File: config.mk
export PLATFORM = sky130hd
export DESIGN_NAME = iq_demixer_decim
export DESIGN_NICKNAME = d
export VERILOG_FILES = /design/src/rtl/iq_demixer_decim.sv
export SDC_FILE = /design/constraint.sdc
export NUM_CORES = 1
export LEC_CHECK = 0
export CAP_MARGIN = 5
export CORE_UTILIZATION = 45
export CTS_CLUSTER_SIZE = 14
export DETAILED_ROUTE_END_ITERATION = 16
export PLACE_DENSITY_LB_ADDON = 0.12
export SETUP_SLACK_MARGIN = 0.1
export SYNTH_ARGS = -nofsm -noshare
export SYNTH_HDL_FRONTEND = slang
export SYNTH_SLANG_ARGS = --single-unit
export TNS_END_PERCENT = 1
File: constraint.sdc
create_clock -name clk -period 6.5 [get_ports clk]
set_clock_uncertainty 0.15 [all_clocks]
set_input_delay 1.3 -clock clk [delete_from_list [all_inputs] [get_ports clk]]
set_output_delay 1.3 -clock clk [all_outputs]
set_load 0.05 [all_outputs]
File: src/rtl/iq_demixer_decim.sv
// iq_demixer_decim: fs/4 quadrature demixer with integrate-and-dump decimation to a valid/ready I/Q output
module iq_demixer_decim #(
  parameter int DATA_W   = 16,
  parameter int DEC_LOG2 = 4,
  parameter int PHASE0   = 0
) (
  input  logic                     clk,
  input  logic                     rst,
  input  logic                     clr,
  input  logic                     in_valid,
  input  logic signed [DATA_W-1:0] in_data,
  output logic                     out_valid,
  input  logic                     out_ready,
  output logic signed [DATA_W-1:0] out_i,
  output logic signed [DATA_W-1:0] out_q,
  output logic                     overrun
);
  localparam int AW = DATA_W + DEC_LOG2;
  logic [1:0] phase;
  logic [DEC_LOG2-1:0] dec_cnt;
  logic signed [AW-1:0] acc_i, acc_q, sum_i, sum_q, shr_i, shr_q;
  logic signed [DATA_W:0] ext, p_i, p_q;
  logic dump;
  function automatic logic signed [DATA_W-1:0] sat(input logic signed [AW-1:0] v);
    logic [AW-DATA_W:0] hi;
    hi = v[AW-1:DATA_W-1];
    return (&hi || ~|hi) ? v[DATA_W-1:0] : {v[AW-1], {(DATA_W-1){~v[AW-1]}}};
  endfunction
  // Widen before negation so -2^(W-1) maps to +2^(W-1) exactly
  always_comb begin
    ext = {in_data[DATA_W-1], in_data};
    p_i = phase == 2'd0 ? ext : phase == 2'd2 ? -ext : '0;
    p_q = phase == 2'd3 ? ext : phase == 2'd1 ? -ext : '0;
    sum_i = acc_i + AW'(p_i);
    sum_q = acc_q + AW'(p_q);
    shr_i = sum_i >>> (DEC_LOG2 - 1);
    shr_q = sum_q >>> (DEC_LOG2 - 1);
    dump = in_valid && &dec_cnt;
  end
  always_ff @(posedge clk or posedge rst) begin
    if (rst) begin
      phase     <= 2'(PHASE0);
      dec_cnt   <= '0;
      acc_i     <= '0;
      acc_q     <= '0;
      out_valid <= 1'b0;
      out_i     <= '0;
      out_q     <= '0;
      overrun   <= 1'b0;
    end else if (clr) begin
      phase     <= 2'(PHASE0);
      dec_cnt   <= '0;
      acc_i     <= '0;
      acc_q     <= '0;
      out_valid <= 1'b0;
      out_i     <= '0;
      out_q     <= '0;
      overrun   <= 1'b0;
    end else begin
      if (in_valid) begin
        phase   <= phase + 2'd1;
        dec_cnt <= dump ? '0 : dec_cnt + 1'b1;
        acc_i   <= dump ? '0 : sum_i;
        acc_q   <= dump ? '0 : sum_q;
      end
      if (dump) begin
        out_i     <= sat(shr_i);
        out_q     <= sat(shr_q);
        out_valid <= 1'b1;
        if (out_valid && !out_ready) overrun <= 1'b1;
      end else if (out_ready) begin
        out_valid <= 1'b0;
      end
    end
  end
endmodule

==> flow_metrics.tcl <==
set metrics [dict create \
    synth_adder_area_share 0.115 \
    drive_gt1_frac 0.0808 \
    grt_pass1_vias 4688 \
    ys_warn_count 0 \
    syn_inst 620 \
    grt_antenna_before_repair 0 \
    crit_required_ns 6.58 \
    routedWlPerCell_um 17.6 \
    seq_area_frac_synth 0.346 \
    max-slew-margin-rel 0.290 \
    final.period_utilization 0.955 \
    ant_nets 0 \
    yosys-mux-area-fraction 0.00757 \
    critical_path_class "in2reg" \
    synth_xor_area_frac 0.0569 \
    drtPass1Iterations 5 \
    synthFlopType "dfrtp_1" \
    post-dp-hpwl_um 10800 \
    drt_iter0_drc 360 \
    grt_max_degree 81 \
    place_area_um2 6490 \
    grt_usage 0.235 \
    num_antenna_cells 0 \
    setup_tns_ns 0 \
    dp.cells 825 \
    worst_slew_pin_slew_ns 1.06 \
    cts_buffers 9 \
    max_freq_ghz 0.161 \
    cp-start-kind "input port" \
    clock-root-buffer "clkbuf_16" \
    power_density_nw_per_um2 231 \
    synth_top_family_by_area "compound AO/OA/AOI/OAI gates" \
    ys_seq_elements 80 \
    rsz0062_at_grt "true" \
    start_util 0.460 \
    cts_tree "done" \
    grt_overflow 0 \
    vias 4875 \
    hold_ws_ns 0.332 \
    cp.arrival_ns 6.28 \
    clockBufferDepth 2 \
    nets 737 \
    leakagePower_uw 0.00323 \
    worstPathMaxFanout 15 \
    maxCapViolCount 0 \
    h-tree-depth 3 \
    syn_area_per_cell_um2 9.33 \
    core_um2 12600 \
    layout_common_cells "80 x dfrtp_1, 54 x clkdlybuf4s50_1, 50 x ha_1, 49 x nand2_1, 45 x a22o_1" \
    synthArstFlopShare 1.00 \
    final_cells 840 \
    end_kind "flip-flop" \
    num_rows 41 \
    period_needed_ns 6.20 \
    io_pins 55 \
    place_congestion 0.900 \
    synth_compound_area_frac 0.290 \
    final_common_cell "dfrtp_1" \
    synth_simple_gate_area_frac 0.141 \
    port_buffers 54 \
    syn2layout_area_growth_pct 18.2 \
    clock_latency_ns 0.35 \
    clk_pin_slew_ns 0.06 \
    syn_area_um2 5780 \
    synth_nets 693 \
    total_power_uw 1580 \
    slew_violations 0 \
    worst_ir_drop_vdd_v 0.000143 \
    wl_um 14700 \
    min_path_type "reg2reg" \
    viasPerCell 5.80 \
    fp.dieH_um 115 \
    synth.distinct_cells 66 \
    setup_violations 0 \
    dieArea_um2 13300 \
    cts.sinks 80 \
    hold_viol_final 0 \
    die-width_um 115 \
    synth_edf_count 0 \
    drcViolationCount 0 \
    outcome "finished clean" \
    fin_area_um2 6830 \
    grt_pass1_wl_um 24100 \
]
==> state kept, by name (all words and copies together) (netlist names) <==
register	count
acc_q	20
out_q	16
out_valid	1
overrun	1
dec_cnt	4
out_i	16
acc_i	20
phase	2
==> Yosys cell counts, drive strengths merged, types with 3 or more instances <==
library cell  count  area, µm²
clkbuf           26       97.6
o31ai             6       58.8
o21bai            3       22.5
inv              31        116
a22oi            11       82.6
a311oi            3       32.5
mux2i             4       43.8
o211ai            7       52.6
nor2b             6       37.5
and3              6       37.5
or3               3       20.0
nand3             8       40.0
ha               50        626
o21a              3       22.5
nor3b             4       41.3
buf               5       38.8
nor3             10       66.3
nand2b            8       50.1
nand2            49        184
nor2             43        161
and2              5       31.3
a21o             25        190
o22ai            13       81.3
xor2              9       78.8
xnor2            26        228
a22o             46        404
nand4             3       18.8
o21ai            32        160
dfrtp            80       2000
a221o            16        160
or2               8       50.1
a21oi            44        220
a31oi             3       18.8
==> worst paths after layout <==
check | from | endpoint | slack (ns) | cells after the start
setup / recovery | in_data[1] | out_q[0]$_DFFE_PP0P_ | 0.30 | 19
hold / removal | out_q[15]$_DFFE_PP0P_ | out_q[15]$_DFFE_PP0P_ | 0.33 | 2
setup reg to reg | phase[0]$_DFFE_PP0P_ | out_q[0]$_DFFE_PP0P_ | 1.19 | 15
hold reg to reg | out_q[15]$_DFFE_PP0P_ | out_q[15]$_DFFE_PP0P_ | 0.33 | 2
max in group asynchronous | rst | out_i[1]$_DFFE_PP0P_ | 4.09 | 3
min in group asynchronous | rst | overrun$_DFFE_PP0P_ | 1.44 | 3
==> report_power, final <==
group          switching, µW  internal [µW]  leakage (µW)
registers               21.6            529       0.00110
logic                    268            180       0.00198
clock network            206            374      0.000159
total                    495           1080       0.00323
==> through the flow <==
step | util | setup WS [ns]
floorplan | - | 0.746
global placement | 0.516 | 0.0473
detailed placement | 0.516 | -0.0259
CTS | 0.543 | 0.334
global route | 0.544 | 0.0382
finish | 0.544 | 0.295
==> per-layer routing <==
metal,share of wire,up-vias,GRT usage
li1,-,2389,-
met1,0.48,2347,0.321
met2,0.46,111,0.368
met3,0.040,28,0.0448
met4,0.024,0,0.0848
met5,0,-,0
==> timing repair <==
action,CTS,global route
resized for setup,0,1
setup endpoints to repair,0,27
hold buffers,0,0
setup buffers,0,0
==> worst max-delay path: stages <==
cell and delay [ns]:
clkdlybuf4s50_1 0.46, inv_1 0.08, ha_1 0.19, nor3b_4 0.30
and3_1 0.27, nor3b_1 0.33, nor2_1 0.11, a22o_1 0.28
ha_1 0.36, nand2_1 0.10, o21ai_0 0.10, nor4_1 0.18
a21oi_1 0.11, o41ai_2 0.38, or4b_1 0.46, o211a_1 0.17
ha_1 0.34, and2_1 0.34, a221o_1 0.42
==> cell type report <==
| cell class | count | area (µm²) |
|---|---|---|
| Timing Repair Buffer | 64 | 616 |
| Tap cell | 172 | 215 |
| Multi-Input combinational cell | 478 | 3550 |
| Clock inverter | 5 | 106 |
| Inverter | 31 | 118 |
| Fill cell | 1133 | 5740 |
| Clock buffer | 10 | 229 |
| Sequential cell | 80 | 2000 |
==> cells by family after synthesis <==
kind of cell / Yosys count
buffers and inverters: 62
DFF: 80
AOI/OAI and AO/OA: 226
and+or+nand+nor: 160
xor gates and xnor gates: 36
muxes: 4
adders and majority gates: 52
Note: power is estimated with default switching activity, not from simulation.
